**config.mk**
```make
export PLATFORM = sky130hd
export DESIGN_NAME = dcache_assoc_wb
export DESIGN_NICKNAME = d
export VERILOG_FILES = /design/src/rtl/dcache_assoc_wb.sv
export SDC_FILE = /design/constraint.sdc
export NUM_CORES = 2
export LEC_CHECK = 0
export CAP_MARGIN = 20
export CORE_MARGIN = 5
export CORE_UTILIZATION = 55
export DETAILED_ROUTE_END_ITERATION = 8
export GPL_ROUTABILITY_DRIVEN = 0
export MAX_ROUTING_LAYER = met4
export PLACE_DENSITY_LB_ADDON = 0.08
export SYNTH_ARGS = -nofsm -noshare
export SYNTH_HDL_FRONTEND = slang
export SYNTH_SLANG_ARGS = --single-unit
```
**constraint.sdc**
```tcl
create_clock -name clock -period 5 [get_ports clock]
set_clock_uncertainty 0.1 [all_clocks]
set_input_delay 0.5 -clock clock [delete_from_list [all_inputs] [get_ports clock]]
set_output_delay 0.5 -clock clock [all_outputs]
set_load 0.01 [all_outputs]
```
**src/rtl/dcache_assoc_wb.sv**
```systemverilog
// N-way set-associative, write-back, write-allocate data cache sitting between
// the MEM stage and a block-wide data memory. True-LRU replacement, byte-masked
// stores, zero-stall read and write hits.
//
// Ports:
//   clock, reset             rising-edge clock, synchronous active-high reset
//   read, write              load / store request, held until busywait is low
//   write_mask[3:0]          byte enables for a store
//   address[31:0]            byte address, bits [1:0] ignored
//   writedata[31:0]          store data
//   Inst_hit                 request is only honoured while this is high
//   readdata[31:0]           load data, valid on a read hit
//   busywait                 pipeline stall
//   mem_Read, mem_Write      block fetch / write-back requests
//   mem_Address              block address {tag, index}
//   mem_Writedata[BLKW]      victim block being written back
//   mem_Readdata[BLKW]       fetched block
//   mem_BusyWait             transfer completes on an edge where this is low
//
// state     | meaning
// ----------+-----------------------------------------------------------
// IDLE      | serve hits; on a miss latch the request and pick a victim
// WRITEBACK | write the dirty victim block to memory
// FETCH     | read the requested block into the victim way

module dcache_assoc_wb #(
    parameter int SETS  = 8,
    parameter int WAYS  = 2,
    parameter int WORDS = 4,
    localparam int OFFB = $clog2(WORDS),
    localparam int IDXB = $clog2(SETS),
    localparam int TAGB = 30 - IDXB - OFFB,
    localparam int BLKW = 32 * WORDS
) (
    input  logic              clock,
    input  logic              reset,
    input  logic              read,
    input  logic              write,
    input  logic [3:0]        write_mask,
    input  logic [31:0]       address,
    input  logic [31:0]       writedata,
    input  logic              Inst_hit,
    output logic [31:0]       readdata,
    output logic              busywait,
    output logic              mem_Read,
    output logic              mem_Write,
    output logic [29-OFFB:0]  mem_Address,
    output logic [BLKW-1:0]   mem_Writedata,
    input  logic [BLKW-1:0]   mem_Readdata,
    input  logic              mem_BusyWait
);

    localparam int WAYB = (WAYS > 1) ? $clog2(WAYS) : 1;

    typedef enum logic [1:0] {IDLE, WRITEBACK, FETCH} state_t;

    state_t state;

    logic [WAYS-1:0]        valid_q [SETS];
    logic [WAYS-1:0]        dirty_q [SETS];
    logic [TAGB-1:0]        tag_q   [SETS][WAYS];
    logic [WORDS-1:0][31:0] data_q  [SETS][WAYS];
    logic [WAYB-1:0]        age_q   [SETS][WAYS];

    logic [OFFB-1:0] offset;
    logic [IDXB-1:0] index;
    logic [TAGB-1:0] tag;
    logic            req;
    logic            unused_addr_bits;

    assign offset           = address[OFFB+1:2];
    assign index            = address[OFFB+IDXB+1:OFFB+2];
    assign tag              = address[31:OFFB+IDXB+2];
    assign req              = (read | write) & Inst_hit;
    assign unused_addr_bits = ^address[1:0];

    // Request fields captured when a miss leaves IDLE; the fill targets these
    // even if the pipeline changes address or drops the request mid-miss.
    logic [IDXB-1:0] miss_index;
    logic [TAGB-1:0] miss_tag;
    logic [WAYB-1:0] miss_way;

    logic            hit;
    logic [WAYB-1:0] hit_way;
    logic [WAYB-1:0] victim;
    logic            have_free;
    logic [31:0]     merged;
    logic            fill_done;
    logic            touch_en;
    logic [IDXB-1:0] touch_set;
    logic [WAYB-1:0] touch_way;

    always_comb begin
        hit     = 1'b0;
        hit_way = '0;
        for (int w = 0; w < WAYS; w++) begin
            if (valid_q[index][w] && tag_q[index][w] == tag) begin
                hit     = 1'b1;
                hit_way = WAYB'(w);
            end
        end
    end

    // Lowest-numbered invalid way wins; otherwise the oldest way. Ages are a
    // permutation, so the oldest way is the one whose age is WAYS-1.
    always_comb begin
        victim    = '0;
        have_free = 1'b0;
        for (int w = WAYS - 1; w >= 0; w--) begin
            if (!valid_q[index][w]) begin
                victim    = WAYB'(w);
                have_free = 1'b1;
            end
        end
        if (!have_free) begin
            for (int w = 0; w < WAYS; w++) begin
                if (age_q[index][w] == WAYB'(WAYS - 1)) begin
                    victim = WAYB'(w);
                end
            end
        end
    end

    always_comb begin
        merged = data_q[index][hit_way][offset];
        for (int i = 0; i < 4; i++) begin
            if (write_mask[i]) begin
                merged[8*i +: 8] = writedata[8*i +: 8];
            end
        end
    end

    // Gated by hit so the output never exposes the uninitialised data array.
    assign readdata = hit ? data_q[index][hit_way][offset] : '0;
    assign busywait = req & ~((state == IDLE) & hit);

    assign fill_done = (state == FETCH) && !mem_BusyWait;
    assign touch_en  = fill_done || ((state == IDLE) && req && hit);
    assign touch_set = fill_done ? miss_index : index;
    assign touch_way = fill_done ? miss_way : hit_way;

    always_ff @(posedge clock) begin
        if (reset) begin
            state         <= IDLE;
            mem_Read      <= 1'b0;
            mem_Write     <= 1'b0;
            mem_Address   <= '0;
            mem_Writedata <= '0;
            miss_index    <= '0;
            miss_tag      <= '0;
            miss_way      <= '0;
            for (int s = 0; s < SETS; s++) begin
                valid_q[s] <= '0;
                dirty_q[s] <= '0;
                for (int w = 0; w < WAYS; w++) begin
                    age_q[s][w] <= WAYB'(w);
                end
            end
        end else begin
            case (state)
                IDLE: begin
                    if (req && hit) begin
                        if (write) begin
                            data_q[index][hit_way][offset] <= merged;
                            dirty_q[index][hit_way]        <= 1'b1;
                        end
                    end else if (req) begin
                        miss_index <= index;
                        miss_tag   <= tag;
                        miss_way   <= victim;
                        if (valid_q[index][victim] && dirty_q[index][victim]) begin
                            state         <= WRITEBACK;
                            mem_Write     <= 1'b1;
                            mem_Address   <= {tag_q[index][victim], index};
                            mem_Writedata <= data_q[index][victim];
                        end else begin
                            state       <= FETCH;
                            mem_Read    <= 1'b1;
                            mem_Address <= {tag, index};
                        end
                    end
                end
                WRITEBACK: begin
                    if (!mem_BusyWait) begin
                        state       <= FETCH;
                        mem_Write   <= 1'b0;
                        mem_Read    <= 1'b1;
                        mem_Address <= {miss_tag, miss_index};
                    end
                end
                FETCH: begin
                    if (!mem_BusyWait) begin
                        state                          <= IDLE;
                        mem_Read                       <= 1'b0;
                        data_q[miss_index][miss_way]   <= mem_Readdata;
                        tag_q[miss_index][miss_way]    <= miss_tag;
                        valid_q[miss_index][miss_way]  <= 1'b1;
                        dirty_q[miss_index][miss_way]  <= 1'b0;
                    end
                end
                default: state <= IDLE;
            endcase

            // True LRU: ways younger than the touched way age by one, the
            // touched way becomes MRU.
            if (WAYS > 1 && touch_en) begin
                for (int w = 0; w < WAYS; w++) begin
                    if (WAYB'(w) == touch_way) begin
                        age_q[touch_set][w] <= '0;
                    end else if (age_q[touch_set][w] < age_q[touch_set][touch_way]) begin
                        age_q[touch_set][w] <= age_q[touch_set][w] + 1'b1;
                    end
                end
            end
        end
    end

endmodule

```
==> impl_metrics.ini <==
[outcome]
status = finished, violations left
violations = negative setup slack

[power]
power.internal_w = 0.0388
leakagePower_nw = 44.1
ir_worst_vdd_mv = 0.360
seqPwrFrac = 0.501
power_density_nw_per_um2 = 378
p_sw_frac = 0.225
pwr-share-clk = 0.409
switching_power_w = 0.0113
power.share.combinational = 0.090

[critical_path]
regToRegSetupSlack_ps = 690
r2r_end = data_q[6][216]
cp_data_required_time_ps = 4400
arrival_ps = 4420
endpoint_kind = output port
endpoint = readdata[2]
start_kind = flop
r2r_start = tag_q[7][14]
critPathLaunch = tag_q[7][14]
worstRegToRegCells = 15
worst-path-max-fanout = 9
critical_path_class = flop to output port

[sta]
hold_viol_final = 0
timing.final.crit_share = 1.00
slew_headroom = 0.226
finalSetupViolations = 3
fmax_mhz = 199
worst_pin_slew_ps = 1160
rsz0062_at_grt = true
setup_tns_ps = -42.9
finalMaxSlewViolations = 0
setup_ws_ps = -21.3
min_period_ps = 5020

[placement]
io_buffers = 390
place_ws_ps = -70.4
hpwl_mm = 228
dp_cells = 9423

[synth]
netlist_instances = 6154
synth_top_family_by_area = multiplexers
synth_edf_count = 2479
syn_nets = 6356
synthMuxAreaShare = 0.156
avgSynthCellArea_um2 = 17.6
synth.distinct_cells = 71
synth-compound-area-share = 0.0518
synth-seq-cells = 2685
synth_flop_cell = edfxtp_1
synth_xor_area_frac = 0.00210
yosys_warnings = 0
syn-cell-area_um2 = 109000
async_reset_ff_frac = 0
synth_fa_ha_area_frac = 0
yosysSeqAreaShare = 0.724
synthSimpleGateAreaFrac = 0.0482

[route]
vias_per_cell = 6.46
dr.first_iter.drc_count = 8550
totalWireLength_mm = 342
vias = 64355
ant_nets = 0
dr.pass1.iters = 6
drt-wirelength-per-cell_um = 34.3
drc_errors = 0

[die]
start_util = 0.551
rows = 163
core-area_um2 = 197000
fp.dieW_um = 454
die_y_um = 454
dieArea_um2 = 206000
ios = 393

[clock_tree]
clk_latency_ps = 940
htreeDepth = 5
cts_tree = built
cts_buffers = 288
cts-root-buf = clkbuf_16
cts_num_sinks = 2685
clockBufferDepth = 4
clk_pin_slew_ps = 60

[global_routing]
grt_max_degree = 121
grt_pass1_wl_mm = 475
grt_pass1_vias = 62073
antenna_found_initial = 29
grt_use_total = 0.341
overflow = 0

[cells_and_area]
layout_common_cells = edfxtp_1, nand2_1, mux4_2, buf_4, clkdlybuf4s50_1
post_route_cells_drive_above_1_share = 0.259
fin_cells = 9968
layout_commonest_cell = edfxtp_1
area_growth_pct = 22.0
final_nets = 7293

[hold_path]
hold_path_class = primary input to flop

[flow_run]
cap_violations = 0
[cell families (layout without fill, tap and decap cells)]
| family | count (synthesis) | count (layout) |
|---|---|---|
| AOI/OAI and AO/OA | 813 | 813 |
| xor gates and xnor gates | 26 | 26 |
| buffers and inverters | 433 | 1563 |
| DFF | 2685 | 2685 |
| muxes | 946 | 946 |
| other | 0 | 43 |
| and+or+nand+nor | 1251 | 1252 |
[layout make-up]
type / instances / area [um^2]
Antenna cell: 43 / 108
Clock buffer: 354 / 7710
Clock inverter: 130 / 1180
Fill cell: 13179 / 64400
Inverter: 31 / 129
Multi-Input combinational cell: 3037 / 29000
Sequential cell: 2685 / 78600
Tap cell: 2640 / 3300
Timing Repair Buffer: 1048 / 12400
[flip-flops by register name, summed over array words and instances (netlist names), 2 cells and up]
signal and count:
data_q 2048, tag_q 400, mem_Writedata 128, mem_Address 28, miss_tag 25, age_q 16, dirty_q 16, valid_q 16
miss_index 3, state 2
[per-layer routing]
layer | global-route usage | vias to the layer above | routed length (um)
met1 | 0.440 | 33634 | 127000
met2 | 0.506 | 3530 | 159000
li1 | - | 26431 | -
met5 | - | - | 0
met4 | 0.203 | 0 | 24000
met3 | 0.0719 | 760 | 31900
[synth_stat cells (18+ instances only)]
cell / count / area (um^2)
a22oi_1: 46 / 345
mux2_2: 47 / 529
inv_1: 28 / 105
o21a_1: 136 / 1020
a211oi_1: 43 / 323
a211o_1: 128 / 1120
buf_4: 25 / 188
clkbuf_1: 198 / 743
nor3_1: 45 / 225
nand3_1: 28 / 140
edfxtp_1: 2479 / 74400
o22ai_1: 36 / 225
a221oi_1: 19 / 166
nor2_1: 351 / 1320
o21ai_0: 48 / 240
buf_1: 23 / 86.3
and2_1: 37 / 231
mux4_2: 587 / 13200
mux2i_1: 311 / 3110
dfxtp_1: 206 / 4120
nand2_1: 684 / 2570
xor2_1: 18 / 158
a31o_2: 35 / 307
a21oi_1: 225 / 1130
buf_2: 144 / 721
[worst min path at each step]
stage | slack, ps | cells past startpoint | start | end
after floorplan | 350 | 2 | valid_q[1][1] | valid_q[1][1]
after global placement | 340 | 2 | mem_Writedata[30] | mem_Writedata[30]
after detailed placement | 340 | 2 | mem_Writedata[51] | mem_Writedata[51]
after CTS | 100 | 3 | address[16] | miss_tag[9]
after global routing | 130 | 3 | address[16] | miss_tag[9]
final | 170 | 3 | address[16] | miss_tag[9]
[critical path: stages (launching register included)]
cell and delay [ps]:
edfxtp_1 370, mux4_2 520, mux2i_4 290, xor2_2 210, nand3_2 130, nor4_2 280
and4_4 360, buf_12 170, bufbuf_16 320, mux2i_2 290, nor2_1 60, clkdlybuf4s50_1 480
[repair_timing]
item	in CTS	in global routing
hold buffers	2	0
setup endpoints to repair	33	32
pin swaps	2	4
hold endpoints to repair	44	0
buffers inserted	9	5
gates resized for setup	35	45
gates cloned	1	1
[metrics by stage]
step / hold WS [ps] / utilization / total power, W / cell area (um^2)
final: 171 / 0.673 / 0.0501 / 132000
after global routing: 132 / 0.673 / 0.0514 / 132000
after CTS: 98.6 / 0.671 / 0.0502 / 132000
after detailed placement: 344 / 0.625 / 0.0299 / 123000
after global placement: 340 / 0.625 / 0.0299 / 123000
after floorplan: 348 / - / 0.0274 / 109000
[power by group through the flow]
| stage | sequential [W] | combinational [W] | clock, W |
|---|---|---|---|
| after floorplan | 0.0255 | 0.00192 | 0 |
| after global routing | 0.0251 | 0.00467 | 0.0217 |
| final | 0.0251 | 0.00453 | 0.0205 |
| after CTS | 0.0251 | 0.00444 | 0.0207 |
| after global placement | 0.0255 | 0.00432 | 0 |
| after detailed placement | 0.0255 | 0.00440 | 0 |
Note: power is estimated with default switching activity, not from simulation.
